## src/rtl/instruction_fetch_unit.sv

```systemverilog
// instruction_fetch_unit: PC owner and IF/ID register with valid/ready handshake and branch redirect.
// Optional FETCH_PERF_CNT_EN adds saturating fetch_count/flush_count outputs.
module instruction_fetch_unit #(
    parameter logic [31:0] RESET_PC   = 32'h0000_0000,
    parameter int          IMEM_WORDS = 64
) (
    input  logic        clk,
    input  logic        reset,
    input  logic        start,
    output logic [31:0] imem_addr,
    input  logic [31:0] imem_instr,
    output logic        out_valid,
    input  logic        out_ready,
    output logic [31:0] out_instr,
    output logic [31:0] out_pc,
    output logic [31:0] out_pc_plus4,
    input  logic        branch_taken,
    input  logic [31:0] branch_target,
    output logic        busy,
    output logic        misalign_err
`ifdef FETCH_PERF_CNT_EN
    ,
    output logic [31:0] fetch_count,
    output logic [15:0] flush_count
`endif
);
    localparam logic [1:0] S_IDLE = 2'd0, S_RUN = 2'd1, S_END = 2'd2;
    localparam logic [31:0] LIMIT = 32'(IMEM_WORDS) << 2;
    logic [1:0] state;
    logic [31:0] pc, pc_plus4, tgt;
    logic redirect, load;
    assign imem_addr = pc;
    assign busy      = state == S_RUN;
    assign pc_plus4  = pc + 32'd4;
    assign tgt       = branch_target & ~32'h3;
    assign redirect  = branch_taken & (state != S_IDLE);
    assign load      = (state == S_RUN) & (!out_valid | out_ready) & !branch_taken;
    always_ff @(posedge clk or posedge reset) begin
        if (reset) begin
            state        <= S_IDLE;
            pc           <= RESET_PC;
            out_valid    <= 1'b0;
            out_instr    <= '0;
            out_pc       <= '0;
            out_pc_plus4 <= '0;
            misalign_err <= 1'b0;
        end else if (state == S_IDLE) begin
            if (start) state <= S_RUN;
        end else if (redirect) begin
            pc        <= tgt;
            out_valid <= 1'b0;
            state     <= tgt < LIMIT ? S_RUN : S_END;
            if (|branch_target[1:0]) misalign_err <= 1'b1;
        end else if (load) begin
            out_instr    <= imem_instr;
            out_pc       <= pc;
            out_pc_plus4 <= pc_plus4;
            out_valid    <= 1'b1;
            pc           <= pc_plus4;
            if (pc_plus4 >= LIMIT) state <= S_END;
        end else if (out_ready) begin
            out_valid <= 1'b0;
        end
    end
`ifdef FETCH_PERF_CNT_EN
    always_ff @(posedge clk or posedge reset) begin
        if (reset) begin
            fetch_count <= '0;
            flush_count <= '0;
        end else begin
            if (load && fetch_count != '1) fetch_count <= fetch_count + 32'd1;
            if (redirect && out_valid && flush_count != '1) flush_count <= flush_count + 16'd1;
        end
    end
`endif
endmodule

```

## config.mk

```make
export PLATFORM = sky130hd
export DESIGN_NAME = instruction_fetch_unit
export DESIGN_NICKNAME = d
export VERILOG_FILES = /design/src/rtl/instruction_fetch_unit.sv
export SDC_FILE = /design/constraint.sdc
export NUM_CORES = 1
export LEC_CHECK = 0
export ABC_AREA = 1
export CORE_MARGIN = 8
export CORE_UTILIZATION = 45
export CTS_CLUSTER_SIZE = 40
export DETAILED_ROUTE_END_ITERATION = 6
export GPL_TIMING_DRIVEN = 0
export MAX_ROUTING_LAYER = met4
export PLACE_DENSITY = 0.75
export SKIP_CTS_REPAIR_TIMING = 1
export SLEW_MARGIN = 20
export SYNTH_ARGS = -nofsm -noshare
export SYNTH_HDL_FRONTEND = slang
export SYNTH_SLANG_ARGS = --single-unit
```

## constraint.sdc

```tcl
create_clock -name clk -period 4.6 [get_ports clk]
set_input_delay 0.92 -clock clk [delete_from_list [all_inputs] [get_ports clk]]
set_output_delay 0.92 -clock clk [all_outputs]
set_load 0.02 [all_outputs]
```

# Yosys cells after proc, flatten, opt, wreduce, memory -nomap -nowiden
# Cells that the tools add are included.
# W data, S select, Z words.
# classes
addsub,1
magnitude_cmp,2
n_eq_ne,2
n_mux,11
n_bitwise,6
reduce_logical,14
# op_table
operator,count
$mux W32,2
$add A32 B3 Y32 const B,1
$ge A32 B9 Y1 const B,1
$lt A32 B9 Y1 const B,1
$mux W2,6
$reduce_and A3 Y1,3
$reduce_bool A3 Y1,3
$reduce_and A2 Y1,2
$reduce_bool A2 Y1,2
$and A1 B1 Y1,3
$mux W1,3
$eq A2 B1 Y1 const B,1
$logic_not A1 Y1,2
$logic_not A2 Y1,1
$ne A2 B2 Y1 const B,1
$not A1 Y1,2
$reduce_or A2 Y1,1
$or A1 B1 Y1,1
# totals
register_bits,132
inputBits,69
output_inout_bits,131
elab_cells,43

# Depth between registers and ports, before layout
# depth
depth_word,7
mapped_depth,15
depth_no_buf,15

# Worst setup path after synthesis
# Ideal clock, no wire load.
# synth_path
path_kind,in2reg
startpoint,in out_ready
endpoint,reg state[1]
setup_time_ps,117
arrival_ps,1914
required_ps,4483
path_slack_ps,2569
path_stages,9
path_buffers,1
path_cell_list,inv_1 > nand2_1 > nand3_1 > inv_1 > nor2_1 > inv_1 > buf_2 > nand4_1 > nand2_1
# synth_via
elab_chain_cells,5
# synth_rtl
element,line_no,text
from (decl),13,"input logic out_ready,"
$or A1 B1 Y1,37,assign load = (state == S_RUN) & (!out_valid | out_ready) & !branch_taken;
$and A1 B1 Y1 (2 in a row),37,
$reduce_bool A3 Y1 (no source line),-,
$reduce_and A3 Y1 (no source line),-,
to (signal assigned),52,state <= tgt < LIMIT ? S_RUN : S_END;
to (decl),29,logic [1:0] state;
# No other way between the ends.
# A chain may end at the register's enable or synchronous reset.

# Worst setup path in the final report
# layout_path
startpoint,in branch_taken
endpoint,reg out_pc_plus4[9]
# layout_via
elab_chain_cells,3
elab_cells_between_ends,5
cone_classes,3 x bitwise; 2 x reduce/logical
# layout_rtl
element,line_no,text
from (decl),17,"input logic branch_taken,"
$logic_not A1 Y1 or $and A1 B1 Y1 (tied branches),"37, 36",
$and A1 B1 Y1 or $not A1 Y1 (tied branches),-,
$reduce_and A3 Y1 (no source line) (*),-,
to (signal assigned),57,out_pc_plus4 <= pc_plus4;
to (decl),16,"output logic [31:0] out_pc_plus4,"
# Every way passes the cells marked *; elsewhere a longest branch is shown, timed or not.

==> impl_table.tex <==
\begin{tabular}{lr}
\hline
Metric & Value \\
\hline
\multicolumn{2}{l}{\textbf{Placed design}} \\
\quad Weighted congestion at the end of routability-driven global placement & 0.930 \\
\quad Detailed-placement wirelength estimate & 15,300 um \\
\quad Buffers on Ports & 193 \\
\quad Placed standard-cell area & 0.00825 mm\^{}2 \\
\multicolumn{2}{l}{\textbf{Pwr}} \\
\quad Max VDD drop & 0.000466 V \\
\quad Power density normalized to cell area & 744 mW/mm\^{}2 \\
\quad Static Leakage & 0.00419 uW \\
\multicolumn{2}{l}{\textbf{Timing}} \\
\quad Final number of setup-violating endpoints & 0 \\
\quad Fmax & 382 MHz \\
\quad Minimum period implied by the final worst setup slack & 2.62 ns \\
\quad Total count of max-transition violations in the final report & 0 \\
\quad Final hold violation count & 0 \\
\quad Unrepaired setup endpoints after global routing & false \\
\quad Setup TNS & 0 ns \\
\quad Slew at the pin closest to its max-slew limit & 0.625 ns \\
\quad Final worst-path cycle share & 0.569 \\
\quad Final clock skew & 0.00896 ns \\
\quad Normalized max-slew margin & 0.583 \\
\multicolumn{2}{l}{\textbf{Yosys}} \\
\quad Leading register cell type out of synthesis & sky130\_fd\_sc\_hd\_\_dfrtp\_1 \\
\quad Post-synth top area share & 0.522 \\
\quad Mapped Avg Cell Area & 7.80 um\^{}2 \\
\quad Post-Synthesis Cells & 775 \\
\quad Post-synth EDFFs & 0 \\
\quad Share of synthesized area occupied by flip-flops and latches & 0.522 \\
\quad Most instantiated library cell after synthesis & sky130\_fd\_sc\_hd\_\_nand2\_1 \\
\quad Number of register bits inferred by synthesis & 126 \\
\quad Most instantiated cells after synthesis & sky130\_fd\_sc\_hd\_\_nand2\_1 (305), sky130\_fd\_sc\_hd\_\_dfrtp\_1 (126), sky130\_fd\_sc\_hd\_\_o21ai\_0 (83), sky130\_fd\_sc\_hd\_\_inv\_1 (67), sky130\_fd\_sc\_hd\_\_nor2\_1 (55) \\
\quad Largest area contributor in the netlist & sky130\_fd\_sc\_hd\_\_dfrtp\_1 \\
\quad Asr flop ratio synth & 1.00 \\
\quad Top area cells in the synthesized netlist & sky130\_fd\_sc\_hd\_\_dfrtp\_1 (52\%), sky130\_fd\_sc\_hd\_\_nand2\_1 (19\%), sky130\_fd\_sc\_hd\_\_o21ai\_0 (6.9\%) \\
\quad Area of the mapped netlist & 0.00604 mm\^{}2 \\
\quad Netlist cell types & 31 \\
\quad Warnings from Yosys & 0 \\
\multicolumn{2}{l}{\textbf{Layout}} \\
\quad Antenna diodes & 0 \\
\quad \# nets final & 1,063 \\
\quad Register cell area after layout & 0.00315 mm\^{}2 \\
\quad Final-layout fill cell count & 1,132 \\
\quad Area delta synth->final & 45.9\% \\
\quad Share of final-layout standard cells stronger than drive strength 1 & 0.0785 \\
\quad Multi-input gate area & 0.00250 mm\^{}2 \\
\quad Final Cell Area & 0.00882 mm\^{}2 \\
\quad Final core utilization & 0.668 \\
\multicolumn{2}{l}{\textbf{Floorplan}} \\
\quad Core region area & 0.0132 mm\^{}2 \\
\quad Starting density of the core & 0.458 \\
\quad Die area & 0.0174 mm\^{}2 \\
\quad I/O pin count & 200 \\
\quad Die height & 132 um \\
\quad Placement Rows & 42 \\
\quad Die X-Extent & 132 um \\
\multicolumn{2}{l}{\textbf{Global routing}} \\
\quad Overall fraction of global-route tracks in use & 0.238 \\
\quad Global-route wire length before repair & 32,000 um \\
\quad Number of antenna violations at the first check in global routing & 0 \\
\quad Number of global-route vias before repair & 6,048 \\
\quad Pin count of the biggest net entering global routing & 93 \\
\quad GRT overflow & 0 \\
\multicolumn{2}{l}{\textbf{Detailed routing}} \\
\quad DRC violations left & 0 \\
\quad DRT iter0 DRCs & 437 \\
\quad Drt total wl & 19,900 um \\
\quad Routed via count & 5,908 \\
\quad Vias per cell & 5.00 \\
\quad Per-cell routed wire length & 16.8 um \\
\quad Number of detailed-route iterations in the first pass & 5 \\
\quad Remaining antenna violation count after routing & 0 \\
\multicolumn{2}{l}{\textbf{Critical path}} \\
\quad Worst-path maximum fanout & 10 \\
\quad Worst Reg-to-Reg Cells & 14 \\
\quad Critical register-to-register path startpoint & imem\_addr[3] \\
\quad Crit path capture & out\_pc\_plus4[9] \\
\quad Worst reg-to-reg setup slack & 2.27 ns \\
\quad Critical R2R Capture & state[1] \\
\quad Crit Path Class & in2reg \\
\quad Critical Path Source Type & input port \\
\quad Worst setup path startpoint & branch\_taken \\
\quad CP required & 4.96 ns \\
\quad Arrival time at the worst endpoint & 2.98 ns \\
\quad Crit. End Element & register \\
\multicolumn{2}{l}{\textbf{Status}} \\
\quad Result of the run & finished, final reports clean \\
\multicolumn{2}{l}{\textbf{Hold path}} \\
\quad Worst hold-check path type & reg2reg \\
\multicolumn{2}{l}{\textbf{CTS}} \\
\quad Clock buffer depth & 2 \\
\quad Source-to-sink clock delay at the later pin of the worst-skew pair & 0.43 ns \\
\quad Clock root cell & sky130\_fd\_sc\_hd\_\_clkbuf\_16 \\
\quad Number of buffers inserted during clock tree synthesis & 17 \\
\quad Clock slew at the register clock pins of the worst setup and hold paths & 0.06 ns \\
\quad TritonCTS clock tree & done \\
\quad H-tree levels & 4 \\
\quad Clock Sinks & 126 \\
\multicolumn{2}{l}{\textbf{Job}} \\
\quad Max cap viols & 0 \\
\hline
\end{tabular}
[per-stage QoR]
step / power, uW / hold WS (ns) / worst slack (ns) / instances
4_1_cts: 6580 / 0.480 / 2.02 / 1182
2_1_floorplan: 3710 / 0.463 / 0.324 / 780
5_1_grt: 7010 / 0.493 / 1.80 / 1182
3_3_place_gp: 5230 / 0.460 / -1.52 / 1149
3_5_place_dp: 5270 / 0.464 / 1.59 / 1150
6_report: 6560 / 0.476 / 1.98 / 1182
[registers in the layout, indices dropped and copies added (netlist names)]
| signal | cells |
|---|---|
| out_valid | 1 |
| state | 2 |
| out_pc | 30 |
| imem_addr | 30 |
| out_pc_plus4 | 30 |
| misalign_err | 1 |
| out_instr | 32 |
[how the worst min path moves through the flow]
stage | from | end | slack [ns] | cells after the start
2_1_floorplan | state[0] | state[0] | 0.46 | 2
3_3_place_gp | out_instr[6] | out_instr[6] | 0.46 | 2
3_5_place_dp | out_instr[29] | out_instr[29] | 0.46 | 2
4_1_cts | out_instr[29] | out_instr[29] | 0.48 | 2
5_1_grt | misalign_err | misalign_err | 0.49 | 1
6_report | out_instr[20] | out_instr[20] | 0.48 | 2
[cell families (layout without fill, tap and decap cells)]
family	after synthesis	in the layout	share of synthesized area
XOR/XNOR	7	7	0.0101
other	1	6	0.000621
AO/OA/AOI/OAI	112	112	0.0992
AND/OR/NAND/NOR	426	426	0.299
adder cells (fa/ha/maj)	1	1	0.00207
buffers and inverters	102	328	0.0675
flip-flops	126	126	0.522
[critical path: stages]
cell	delay, ns
sky130_fd_sc_hd__clkdlybuf4s50_1	0.49
sky130_fd_sc_hd__inv_1	0.06
sky130_fd_sc_hd__nand3_1	0.25
sky130_fd_sc_hd__clkbuf_1	0.53
sky130_fd_sc_hd__clkbuf_1	0.51
sky130_fd_sc_hd__nand2_1	0.11
sky130_fd_sc_hd__nand2_1	0.10
[layout make-up]
type / instances / share of cell area
Buffer: 34 / 0.0173
Multi-Input combinational cell: 552 / 0.284
Clock inverter: 12 / 0.0126
Inverter: 68 / 0.0298
Clock buffer: 20 / 0.0518
Timing Repair Buffer: 194 / 0.222
Tap cell: 176 / 0.0250
Sequential cell: 126 / 0.358
[power breakdown]
group	switching, uW	total (uW)	internal (uW)
registers	408	2030	1620
clock network	514	1290	774
logic	1920	3250	1330
[routing by layer]
layer	global-route usage	wire length, um	up-vias
met5	-	0	-
met4	0.0849	460	0
met3	0.0922	1810	38
met2	0.361	8910	245
met1	0.284	8710	2761
li1	-	-	2864
[placed cells by master, fill, tap and decap left out, types with 6 or more instances in the layout]
cell	count
sky130_fd_sc_hd__dfrtp_1	126
sky130_fd_sc_hd__buf_4	6
sky130_fd_sc_hd__a21oi_1	8
sky130_fd_sc_hd__inv_1	66
sky130_fd_sc_hd__nor2_4	8
sky130_fd_sc_hd__o21ai_0	83
sky130_fd_sc_hd__nand2_2	13
sky130_fd_sc_hd__clkbuf_1	23
sky130_fd_sc_hd__clkbuf_16	17
sky130_fd_sc_hd__nand2_1	305
sky130_fd_sc_hd__nor2_2	8
sky130_fd_sc_hd__nor2_1	55
sky130_fd_sc_hd__nand3_1	19
sky130_fd_sc_hd__clkdlybuf4s50_1	193
sky130_fd_sc_hd__xor2_1	7
sky130_fd_sc_hd__conb_1	6
sky130_fd_sc_hd__nand4_1	8
Power figures use the tool's default switching activity.
